File: src/rtl/alu_pkg.sv
// Shared definitions for seq_alu: op codes, FSM states and the iterative engine's mode select.
package alu_pkg;

  localparam logic [3:0] OP_AND  = 4'd0;
  localparam logic [3:0] OP_OR   = 4'd1;
  localparam logic [3:0] OP_ADD  = 4'd2;
  localparam logic [3:0] OP_LUI  = 4'd3;
  localparam logic [3:0] OP_SUB  = 4'd6;
  localparam logic [3:0] OP_SLT  = 4'd7;
  localparam logic [3:0] OP_SRA  = 4'd8;
  localparam logic [3:0] OP_BNE  = 4'd9;
  localparam logic [3:0] OP_SRAV = 4'd11;
  localparam logic [3:0] OP_NOR  = 4'd12;
  localparam logic [3:0] OP_DIVU = 4'd13;
  localparam logic [3:0] OP_REMU = 4'd14;
  localparam logic [3:0] OP_MUL  = 4'd15;

  typedef enum logic [1:0] {IDLE, RUN, DONE} state_t;

  typedef enum logic [1:0] {MD_MUL, MD_DIV, MD_REM} md_mode_t;

endpackage

File: src/rtl/seq_alu_muldiv.sv
// Iterative engine: shift-add multiply (LSB first) and restoring divide (MSB first), WIDTH steps.
// With SEQ_ALU_OVERFLOW_EN the accumulator is 2*WIDTH wide and o_ovf flags signed-product overflow.
module seq_alu_muldiv
  import alu_pkg::*;
#(
  parameter int WIDTH = 32
) (
  input  logic             i_clk,
  input  logic             i_rst_n,
  input  logic             i_start,
  input  md_mode_t         i_mode,
  input  logic [WIDTH-1:0] i_a,
  input  logic [WIDTH-1:0] i_b,
  output logic             o_done,
  output logic [WIDTH-1:0] o_result
`ifdef SEQ_ALU_OVERFLOW_EN
  ,
  output logic             o_ovf
`endif
);

  localparam int CW = $clog2(WIDTH);
`ifdef SEQ_ALU_OVERFLOW_EN
  localparam int AW = 2 * WIDTH;
`else
  localparam int AW = WIDTH;
`endif

  logic             r_busy;
  logic [CW-1:0]    r_cnt;
  md_mode_t         r_mode;
  logic [AW-1:0]    r_acc;
  logic [AW-1:0]    r_mcand;
  logic [WIDTH-1:0] r_shift;   // multiplier for mul, dividend turning into quotient for div/rem
  logic [WIDTH-1:0] r_rem;
  logic [WIDTH-1:0] r_divisor;

  logic [AW-1:0]    w_acc_next;
  logic [WIDTH:0]   w_trial;
  logic [WIDTH:0]   w_diff;
  logic             w_ge;
  logic [WIDTH-1:0] w_rem_next;
  logic [WIDTH-1:0] w_quot_next;
  logic [WIDTH-1:0] w_mul_res;

  assign w_acc_next  = r_shift[0] ? r_acc + r_mcand : r_acc;
  assign w_trial     = {r_rem, r_shift[WIDTH-1]};
  assign w_diff      = w_trial - {1'b0, r_divisor};
  assign w_ge        = ~w_diff[WIDTH];
  assign w_rem_next  = w_ge ? w_diff[WIDTH-1:0] : w_trial[WIDTH-1:0];
  assign w_quot_next = {r_shift[WIDTH-2:0], w_ge};

`ifdef SEQ_ALU_OVERFLOW_EN
  logic [WIDTH-1:0] r_a;
  logic [AW-1:0]    w_sprod;
  logic [WIDTH:0]   w_sprod_hi;

  // Unsigned product minus the sign-bit weights of each operand is the signed product.
  assign w_sprod    = w_acc_next - (r_a[WIDTH-1] ? {r_divisor, {WIDTH{1'b0}}} : '0)
                                 - (r_divisor[WIDTH-1] ? {r_a, {WIDTH{1'b0}}} : '0);
  assign w_sprod_hi = w_sprod[AW-1:WIDTH-1];
  assign w_mul_res  = w_sprod[WIDTH-1:0];
  assign o_ovf      = (r_mode == MD_MUL) && (|w_sprod_hi) && !(&w_sprod_hi);
`else
  assign w_mul_res  = w_acc_next;
`endif

  // o_done/o_result describe the step retiring on the coming edge.
  assign o_done = r_busy && (r_cnt == CW'(WIDTH - 1));

  always_comb begin
    o_result = w_rem_next;
    case (r_mode)
      MD_MUL:  o_result = w_mul_res;
      MD_DIV:  o_result = w_quot_next;
      default: o_result = w_rem_next;
    endcase
  end

  always_ff @(posedge i_clk or negedge i_rst_n) begin
    if (!i_rst_n) begin
      r_busy    <= 1'b0;
      r_cnt     <= '0;
      r_mode    <= MD_MUL;
      r_acc     <= '0;
      r_mcand   <= '0;
      r_shift   <= '0;
      r_rem     <= '0;
      r_divisor <= '0;
`ifdef SEQ_ALU_OVERFLOW_EN
      r_a       <= '0;
`endif
    end else if (i_start) begin
      r_busy    <= 1'b1;
      r_cnt     <= '0;
      r_mode    <= i_mode;
      r_acc     <= '0;
      r_mcand   <= AW'(i_b);
      r_shift   <= i_a;
      r_rem     <= '0;
      r_divisor <= i_b;
`ifdef SEQ_ALU_OVERFLOW_EN
      r_a       <= i_a;
`endif
    end else if (r_busy) begin
      r_cnt <= r_cnt + CW'(1);
      if (r_mode == MD_MUL) begin
        r_acc   <= w_acc_next;
        r_mcand <= r_mcand << 1;
        r_shift <= r_shift >> 1;
      end else begin
        r_rem   <= w_rem_next;
        r_shift <= w_quot_next;
      end
      if (o_done) r_busy <= 1'b0;
    end
  end

endmodule

File: src/rtl/seq_alu.sv
// seq_alu: registered single-cycle ALU ops plus iterative mul/divu/remu behind start/ready/valid.
// Define SEQ_ALU_OVERFLOW_EN to add the ovf_o signed-overflow flag.
module seq_alu
  import alu_pkg::*;
#(
  parameter  int WIDTH = 32,
  localparam int SHW   = $clog2(WIDTH)
) (
  input  logic             clk_i,
  input  logic             rst_i,
  input  logic             start_i,
  input  logic [3:0]       ctrl_i,
  input  logic [WIDTH-1:0] src1_i,
  input  logic [WIDTH-1:0] src2_i,
  input  logic [SHW-1:0]   shamt_i,
  output logic             ready_o,
  output logic             valid_o,
  output logic [WIDTH-1:0] result_o,
  output logic             zero_o,
`ifdef SEQ_ALU_OVERFLOW_EN
  output logic             ovf_o,
`endif
  output state_t           dbg_state_o
);

  // Handshake: a request transfers on a rising edge with start_i && ready_o; ready_o is high only
  // in IDLE and requests at other times are dropped. valid_o pulses for one cycle and
  // result_o/zero_o hold their value until the next pulse.
  state_t           r_state;
  logic             r_valid;
  logic [WIDTH-1:0] r_result;
  logic             r_zero;

  logic [WIDTH-1:0] w_add;
  logic [WIDTH-1:0] w_sub;
  logic [WIDTH-1:0] w_sc_result;
  logic             w_sc_zero;
  logic             w_md_go;
  logic             w_md_start;
  logic             w_md_done;
  md_mode_t         w_md_mode;
  logic [WIDTH-1:0] w_md_result;

`ifdef SEQ_ALU_OVERFLOW_EN
  logic             r_ovf;
  logic             w_sc_ovf;
  logic             w_md_ovf;
`endif

  assign w_add      = src1_i + src2_i;
  assign w_sub      = src1_i - src2_i;
  // Divide by zero is answered directly by the single-cycle path.
  assign w_md_go    = (ctrl_i == OP_MUL) ||
                      (((ctrl_i == OP_DIVU) || (ctrl_i == OP_REMU)) && (src2_i != '0));
  assign w_md_start = start_i && (r_state == IDLE) && w_md_go;
  assign w_md_mode  = (ctrl_i == OP_MUL) ? MD_MUL : (ctrl_i == OP_DIVU) ? MD_DIV : MD_REM;

  always_comb begin
    w_sc_result = '0;
    case (ctrl_i)
      OP_AND:  w_sc_result = src1_i & src2_i;
      OP_OR:   w_sc_result = src1_i | src2_i;
      OP_ADD:  w_sc_result = w_add;
      OP_LUI:  w_sc_result = src2_i << (WIDTH / 2);
      OP_SUB:  w_sc_result = w_sub;
      OP_SLT:  w_sc_result = {{(WIDTH-1){1'b0}}, ($signed(src1_i) < $signed(src2_i))};
      OP_SRA:  w_sc_result = $signed(src2_i) >>> shamt_i;
      OP_BNE:  w_sc_result = w_sub;
      OP_SRAV: w_sc_result = $signed(src2_i) >>> src1_i[SHW-1:0];
      OP_NOR:  w_sc_result = ~(src1_i | src2_i);
      OP_DIVU: w_sc_result = '1;
      OP_REMU: w_sc_result = src1_i;
      default: w_sc_result = '0;
    endcase
  end

  always_comb begin
    w_sc_zero = (w_sc_result == '0);
    case (ctrl_i)
      OP_SUB:  w_sc_zero = (w_sub == '0);
      OP_BNE:  w_sc_zero = (w_sub != '0);
      default: w_sc_zero = (w_sc_result == '0);
    endcase
  end

`ifdef SEQ_ALU_OVERFLOW_EN
  always_comb begin
    w_sc_ovf = 1'b0;
    case (ctrl_i)
      OP_ADD:         w_sc_ovf = (src1_i[WIDTH-1] == src2_i[WIDTH-1]) &&
                                 (w_add[WIDTH-1] != src1_i[WIDTH-1]);
      OP_SUB, OP_BNE: w_sc_ovf = (src1_i[WIDTH-1] != src2_i[WIDTH-1]) &&
                                 (w_sub[WIDTH-1] != src1_i[WIDTH-1]);
      default:        w_sc_ovf = 1'b0;
    endcase
  end

  assign ovf_o = r_ovf;
`endif

  seq_alu_muldiv #(.WIDTH(WIDTH)) u_muldiv (
    .i_clk    (clk_i),
    .i_rst_n  (rst_i),
    .i_start  (w_md_start),
    .i_mode   (w_md_mode),
    .i_a      (src1_i),
    .i_b      (src2_i),
    .o_done   (w_md_done),
`ifdef SEQ_ALU_OVERFLOW_EN
    .o_ovf    (w_md_ovf),
`endif
    .o_result (w_md_result)
  );

  always_ff @(posedge clk_i or negedge rst_i) begin
    if (!rst_i) begin
      r_state  <= IDLE;
      r_valid  <= 1'b0;
      r_result <= '0;
      r_zero   <= 1'b0;
`ifdef SEQ_ALU_OVERFLOW_EN
      r_ovf    <= 1'b0;
`endif
    end else begin
      r_valid <= 1'b0;
      case (r_state)
        IDLE: begin
          if (start_i) begin
            if (w_md_go) begin
              r_state <= RUN;
            end else begin
              r_state  <= DONE;
              r_valid  <= 1'b1;
              r_result <= w_sc_result;
              r_zero   <= w_sc_zero;
`ifdef SEQ_ALU_OVERFLOW_EN
              r_ovf    <= w_sc_ovf;
`endif
            end
          end
        end
        RUN: begin
          if (w_md_done) begin
            r_state  <= DONE;
            r_valid  <= 1'b1;
            r_result <= w_md_result;
            r_zero   <= (w_md_result == '0);
`ifdef SEQ_ALU_OVERFLOW_EN
            r_ovf    <= w_md_ovf;
`endif
          end
        end
        DONE:    r_state <= IDLE;
        default: r_state <= IDLE;
      endcase
    end
  end

  assign ready_o     = (r_state == IDLE);
  assign valid_o     = r_valid;
  assign result_o    = r_result;
  assign zero_o      = r_zero;
  assign dbg_state_o = r_state;

endmodule

File: config.mk
export PLATFORM = sky130hd
export DESIGN_NAME = seq_alu
export DESIGN_NICKNAME = d
export VERILOG_FILES = /design/src/rtl/alu_pkg.sv /design/src/rtl/seq_alu_muldiv.sv /design/src/rtl/seq_alu.sv
export SDC_FILE = /design/constraint.sdc
export NUM_CORES = 1
export LEC_CHECK = 0
export BUFFER_PORTS_ARGS = -buffer_cell sky130_fd_sc_hd__buf_2
export CORE_MARGIN = 2
export CORE_UTILIZATION = 34
export CTS_CLUSTER_DIAMETER = 50
export CTS_CLUSTER_SIZE = 20
export DETAILED_ROUTE_END_ITERATION = 8
export PLACE_DENSITY = 0.58
export SLEW_MARGIN = 30
export SYNTH_ARGS = -nofsm -noshare
export SYNTH_HDL_FRONTEND = slang
export SYNTH_SLANG_ARGS = --single-unit
export TNS_END_PERCENT = 10
File: constraint.sdc
create_clock -name clk_i -period 9.1 [get_ports clk_i]
set_input_delay 0 -clock clk_i [delete_from_list [all_inputs] [get_ports clk_i]]
set_output_delay 0 -clock clk_i [all_outputs]
set_load 0.01 [all_outputs]
**Word-level counts from Yosys, hierarchy flattened**

Cells that the tools add are included.

- Flip-flop bits (word level): 204
- Input bits: 76
- Output and inout bits: 37
- Word-level logic and storage cells: 105

- $add $sub $neg: 5
- Magnitude comparators: 1
- Equality and inequality tests: 19
- Shifts and indexed selects: 2
- Mux-type cells: 40
- Bitwise logic cells: 4
- Reductions and logical operators: 22

Operators by type and width:

| cell | count |
|---|---|
| $mux W32 | 17 |
| $pmux W32 S11 | 1 |
| $pmux W32 S2 | 2 |
| $logic_not A32 Y1 | 3 |
| $add A32 B32 Y32 | 2 |
| $reduce_bool A32 Y1 | 2 |
| $sshr A32 B5 Y32 | 2 |
| $sub A33 B32 Y33 | 1 |
| $and A32 B32 Y32 | 1 |
| $lt A32 B32 Y1 | 1 |
| $not A32 Y32 | 1 |
| $or A32 B32 Y32 | 1 |
| $sub A32 B32 Y32 | 1 |
| $eq A4 B4 Y1 const B | 7 |
| $mux W2 | 5 |
| $mux W5 | 2 |
| $mux W1 | 9 |
| $eq A4 B2 Y1 const B | 2 |
| $eq A4 B3 Y1 const B | 2 |
| $pmux W1 S2 | 3 |
| $reduce_and A2 Y1 | 3 |
| $reduce_bool A2 Y1 | 3 |
| $add A5 B1 Y5 const B | 1 |
| $eq A5 B5 Y1 const B | 1 |
| 12 further kinds | 20 |

**Longest topological paths before layout**

- Word-level depth: 8
- Gate-level depth with buffers: 18
- Gate-level depth less buffers: 16

**By module**

Synthesis repeated with hierarchy kept, for this count alone.

- Cells, all modules: 3032
- Area total of the unflattened synthesis: 22865.7 µm²

By module, submodules not included:

| module | times used | cells an instance | area each (µm²) | seq. area each (µm²) |
|---|---|---|---|---|
| seq_alu_muldiv | 1 | 1369 | 11634.9 | 4204.0 |
| seq_alu | 1 | 1663 | 11230.8 | 900.9 |

**Worst setup path after synthesis**

OpenSTA, ideal clock, no wires.

- Path kind: register to register
- From: reg u_muldiv.r_shift[31]
- To: reg r_zero, in the netlist zero_o
- Data arrival time: 4.953 ns
- Data required time: 9.031 ns
- Slack: 4.078 ns
- Stages on the path, launching flop included: 17
- Buffers on the path: 0
- Clock period less this slack: 5.022 ns
- Cell sequence: dfrtp_1 > inv_1 > ha_1 > inv_1 > fa_1 > a211o_1 > a211oi_4 > o32ai_2 > a211o_1 > a311oi_4 > nor3_1 > a311o_1 > or4b_1 > or4_1 > or4b_1 > or4_1 > nand3_1

- Cells in the longest elaborated chain, start to end: 6
- Elaborated cells between the ends (all ways): 7
- Those cells by class: add/sub: 1; mux: 4; bitwise: 1; reduce/logical: 1

RTL lines:

| what | line | RTL |
|---|---|---|
| start, declared | seq_alu_muldiv.sv:34 | `logic [WIDTH-1:0] r_shift;` |
| start signal, assigned | seq_alu_muldiv.sv:99 | `r_shift <= i_a;` |
| start signal, assigned | seq_alu_muldiv.sv:110 | `r_shift <= r_shift >> 1;` |
| start signal, assigned | seq_alu_muldiv.sv:113 | `r_shift <= w_quot_next;` |
| $sub A33 B32 Y33 | seq_alu_muldiv.sv:48 | `assign w_diff = w_trial - {1'b0, r_divisor};` |
| $mux W32 or $not A1 Y1 (tied branches) | seq_alu_muldiv.sv:50, seq_alu_muldiv.sv:49 |  |
| $pmux W32 S2 (*) | seq_alu_muldiv.sv:73 | `case (r_mode)` |
| $logic_not A32 Y1 (*) | seq_alu.sv:147 | `r_zero <= (w_md_result == '0);` |
| $mux W1 (*) | seq_alu.sv:143 | `if (w_md_done) begin` |
| $pmux W1 S2 (*) | seq_alu.sv:126 | `case (r_state)` |
| end signal, assigned | seq_alu.sv:135 | `r_zero <= w_sc_zero;` |
| end signal, assigned | seq_alu.sv:147 |  |
| end, declared | seq_alu.sv:32 | `logic r_zero;` |

Every way passes the cells marked *; elsewhere a longest branch is shown, timed or not. The select of a mux whose other input is x is not followed.
A chain may end at the register's enable or synchronous reset.

**Worst setup path in the final report**

Ends and elaborated chain as after synthesis.

==> impl_metrics.toml <==
[synth]
async_flop_share_pct = 100
area_of_the_mapped_netlist_um2 = 22500
synth_enable_flop_cells = 0
synth_nets = 3212
synth.largest_area_cell = "sky130_fd_sc_hd__dfrtp_1"
post_synth.cell_area_avg_um2 = 7.58
ys_top_cells_by_count = "sky130_fd_sc_hd__nand2_1, sky130_fd_sc_hd__o21ai_0, sky130_fd_sc_hd__a21oi_1, sky130_fd_sc_hd__nor2_1, sky130_fd_sc_hd__dfrtp_1"
synth.top_cell.area_share_pct = 22.7
synth.most_common_cell = "sky130_fd_sc_hd__nand2_1"
ys_warn_count = 0
synthCells = 2970
synth.yosys.seq_area_share_pct = 22.7
ys_top_cells_by_area = "sky130_fd_sc_hd__dfrtp_1, sky130_fd_sc_hd__ha_1, sky130_fd_sc_hd__mux2i_1"
synth_seq_cells = 204
top_flip_flop_cell_by_instance_count_after_synthesis = "sky130_fd_sc_hd__dfrtp_1"
synth_cell_types = 86

[critical_path]
path_max_fanout = 19
timing.rr.start = "u_muldiv.r_shift[31]$_DFFE_PN0P_"
ff2ff_setup_slack_ps = 3250
crit_path_cell_trace = "inv_1, ha_1, inv_1, fa_1, a211o_1, a211oi_4, o32ai_2, a41oi_1, nand2_4, a311o_1, or4b_1, or4_1, or4b_1, or4_1, nand3_1"
worstReg2RegEnd = "zero_o$_DFFE_PN0P_"
cp_num_buf_inv = 2
worst-r2r-cell-count = 15
cp_num_cells = 15
worst_path_dominant_cell_family = "simple AND/OR/NAND/NOR gates"
timing.critical_path.slowest_stage_cell = "sky130_fd_sc_hd__a41oi_1"
critPathCaptureType = "register"
critical_path_class = "register to register"
critPathLaunchType = "register"
cp-endpoint = "zero_o$_DFFE_PN0P_"
worst_setup_path_startpoint = "u_muldiv.r_shift[31]$_DFFE_PN0P_"
crit_required_ps = 9610
cp.arrival_ps = 6370
slowest_cell_delay_on_critical_path_ps = 690

[timing]
final-max-slew-violation-count = 0
finalSetupViolations = 0
hold_slack_ps = 45.8
rsz_0062_raised_after_global_routing = "false"
setup_tns_ps = 0
period_minus_slack_ps = 5850
max_slew.worst_pin.slew_ps = 1190
finalClockSkew_ps = 24.5
fmax_mhz = 171
final_min_period_over_clock_period_pct = 64.3
maxSlewHeadroom_pct = 18.6
final_hold_vio_count = 0

[global_routing]
grt_usage_pct = 30.4
maximum_number_of_pins_on_one_net_before_global_route_repair = 99
globalRoute.totalOverflow = 0
grt_first_pass_wirelength_mm = 156
antenna_violations_before_repair = 6
first_global_vias = 23049

[finish]
finish.instance_area_um2 = 25300
finish.net_count = 3249
finalNonFillerCells = 3897
final_layout_size_suffix_gt1_share_pct = 10.0
filler_instances = 6918
areaGrowthSynthToFinish_pct = 12.6

[floorplanning]
core_area_um2 = 65600
num_io_pins = 113
starting_density_of_the_core_pct = 34.3
die_height_um = 261
rows = 94
design.die.area_um2 = 68300
die_x_um = 261

[power_and_ir_drop]
total_leakage_power_nw = 11.3
power_per_cell_area_nw_per_um2 = 319
worst_ir_drop_vdd_uv = 180

[job]
timing.max_cap.violations = 0

[hold_path]
timing.hold.worst.class = "input pin to async pin"

[clock_network]
clock-root-buffer = "sky130_fd_sc_hd__clkbuf_16"
clk_pin_slew_worst_paths_ps = 70
clk-insertion-delay-late_ps = 580
max-clock-path-buffers = 3
cts_num_sinks = 204
postCtsSetupRepairBufs = 0
htree_levels = 1
tritoncts = "built"
numCtsBuffers = 29
post_cts_resize_count = 0
cts.hold.buffers_added = 46

[drt]
drt-total-wl_mm = 107
routedWlPerCell_um = 27.4
route.antenna.remaining_nets = 0
vias_per_cell = 6.40
drt_pass1_iterations = 6
drt_first_iter_violations = 2964
num_vias = 24924
post-route-drc-count = 0

[placed_design]
post-dp-hpwl_mm = 81.9
post-place-cells = 3794
gpl.final_weighted_congestion = 1.06
place.port_buffers = 112
dpl-instance-area_um2 = 23800

[outcome]
status = "finished clean"
-- area by class of cell --
class | count | area, um2 | share of cell area [%]
Clock inverter | 20 | 279 | 1.10
Antenna cell | 4 | 10.0 | 0.0395
Sequential cell | 204 | 5110 | 20.2
Timing Repair Buffer | 209 | 1410 | 5.58
Inverter | 156 | 586 | 2.31
Tap cell | 864 | 1080 | 4.26
Clock buffer | 33 | 761 | 3.00
Multi-Input combinational cell | 2407 | 16100 | 63.6
-- worst register-to-register path: stages, from the launching register on --
cell and delay (ps):
sky130_fd_sc_hd__dfrtp_1 370, sky130_fd_sc_hd__inv_1 100, sky130_fd_sc_hd__ha_1 180, sky130_fd_sc_hd__inv_1 60, sky130_fd_sc_hd__fa_1 440, sky130_fd_sc_hd__a211o_1 380, sky130_fd_sc_hd__a211oi_4 330, sky130_fd_sc_hd__o32ai_2 190
sky130_fd_sc_hd__a41oi_1 690, sky130_fd_sc_hd__nand2_4 330, sky130_fd_sc_hd__a311o_1 460, sky130_fd_sc_hd__or4b_1 510, sky130_fd_sc_hd__or4_1 480, sky130_fd_sc_hd__or4b_1 600, sky130_fd_sc_hd__or4_1 590, sky130_fd_sc_hd__nand3_1 110
-- power by group --
part	switching (mW)	internal [mW]
clock network	0.474	0.753
logic	3.30	1.91
registers	0.347	1.31
total	4.12	3.97
-- cells by family after synthesis --
group / after synthesis / share of synthesized area [%]
adders and majority gates: 166 / 9.36
AOI/OAI and AO/OA: 1054 / 31.0
DFF: 204 / 22.7
muxes: 173 / 8.06
buffers and inverters: 359 / 6.08
xor gates and xnor gates: 85 / 3.31
and+or+nand+nor: 929 / 19.5
-- how the worst min path moves through the flow --
stage | slack, ps | cells past startpoint | startpoint | to
floorplan | -300 | 0 | rst_i | dbg_state_o[0]$_DFFE_PN0P_
global placement | 110 | 1 | rst_i | u_muldiv.r_acc[7]$_DFFE_PN0P_
detailed placement | 110 | 1 | rst_i | u_muldiv.r_mcand[8]$_DFFE_PN0P_
CTS | 10 | 3 | src2_i[12] | u_muldiv.r_mcand[12]$_DFFE_PN0P_
global route | 30 | 3 | src2_i[26] | u_muldiv.r_divisor[26]$_DFFE_PN0P_
finish | 50 | 2 | rst_i | u_muldiv.r_acc[8]$_DFFE_PN0P_
-- through the flow --
step	power [mW]	utilization [%]	setup WS (ps)
3_5_place_dp	6.69	36.3	3300
4_1_cts	7.96	38.6	3300
3_3_place_gp	6.68	36.3	3400
6_report	8.09	38.6	3250
5_1_grt	8.60	38.6	3000
2_1_floorplan	5.07	-	4080
-- metal layers --
layer,wire [um],global-route usage (%)
met4,7180,17.3
met3,9860,4.77
met1,43000,40.1
met2,46700,47.3
met5,44,0
-- flip-flops by register name, indices dropped and copies added (netlist names) --
| register | flops |
|---|---|
| dbg_state_o | 2 |
| result_o | 32 |
| u_muldiv.r_acc | 32 |
| u_muldiv.r_busy | 1 |
| u_muldiv.r_cnt | 5 |
| u_muldiv.r_divisor | 32 |
| u_muldiv.r_mcand | 32 |
| u_muldiv.r_mode | 2 |
| u_muldiv.r_rem | 32 |
| u_muldiv.r_shift | 32 |
| valid_o | 1 |
| zero_o | 1 |
-- cell usage in the layout, fill, tap and decap left out, types with 48 or more instances in the layout --
| cell type | n |
|---|---|
| sky130_fd_sc_hd__o211ai_1 | 50 |
| sky130_fd_sc_hd__a211oi_1 | 48 |
| sky130_fd_sc_hd__mux2i_1 | 141 |
| sky130_fd_sc_hd__nor3_1 | 65 |
| sky130_fd_sc_hd__buf_4 | 51 |
| sky130_fd_sc_hd__nor2_1 | 208 |
| sky130_fd_sc_hd__a21oi_1 | 255 |
| sky130_fd_sc_hd__dfrtp_1 | 202 |
| sky130_fd_sc_hd__nand3_1 | 60 |
| sky130_fd_sc_hd__xnor2_1 | 61 |
| sky130_fd_sc_hd__buf_2 | 111 |
| sky130_fd_sc_hd__inv_1 | 155 |
| sky130_fd_sc_hd__o21ai_0 | 262 |
| sky130_fd_sc_hd__ha_1 | 162 |
| sky130_fd_sc_hd__nand2_1 | 332 |
Note: power is estimated with default switching activity, not from simulation.
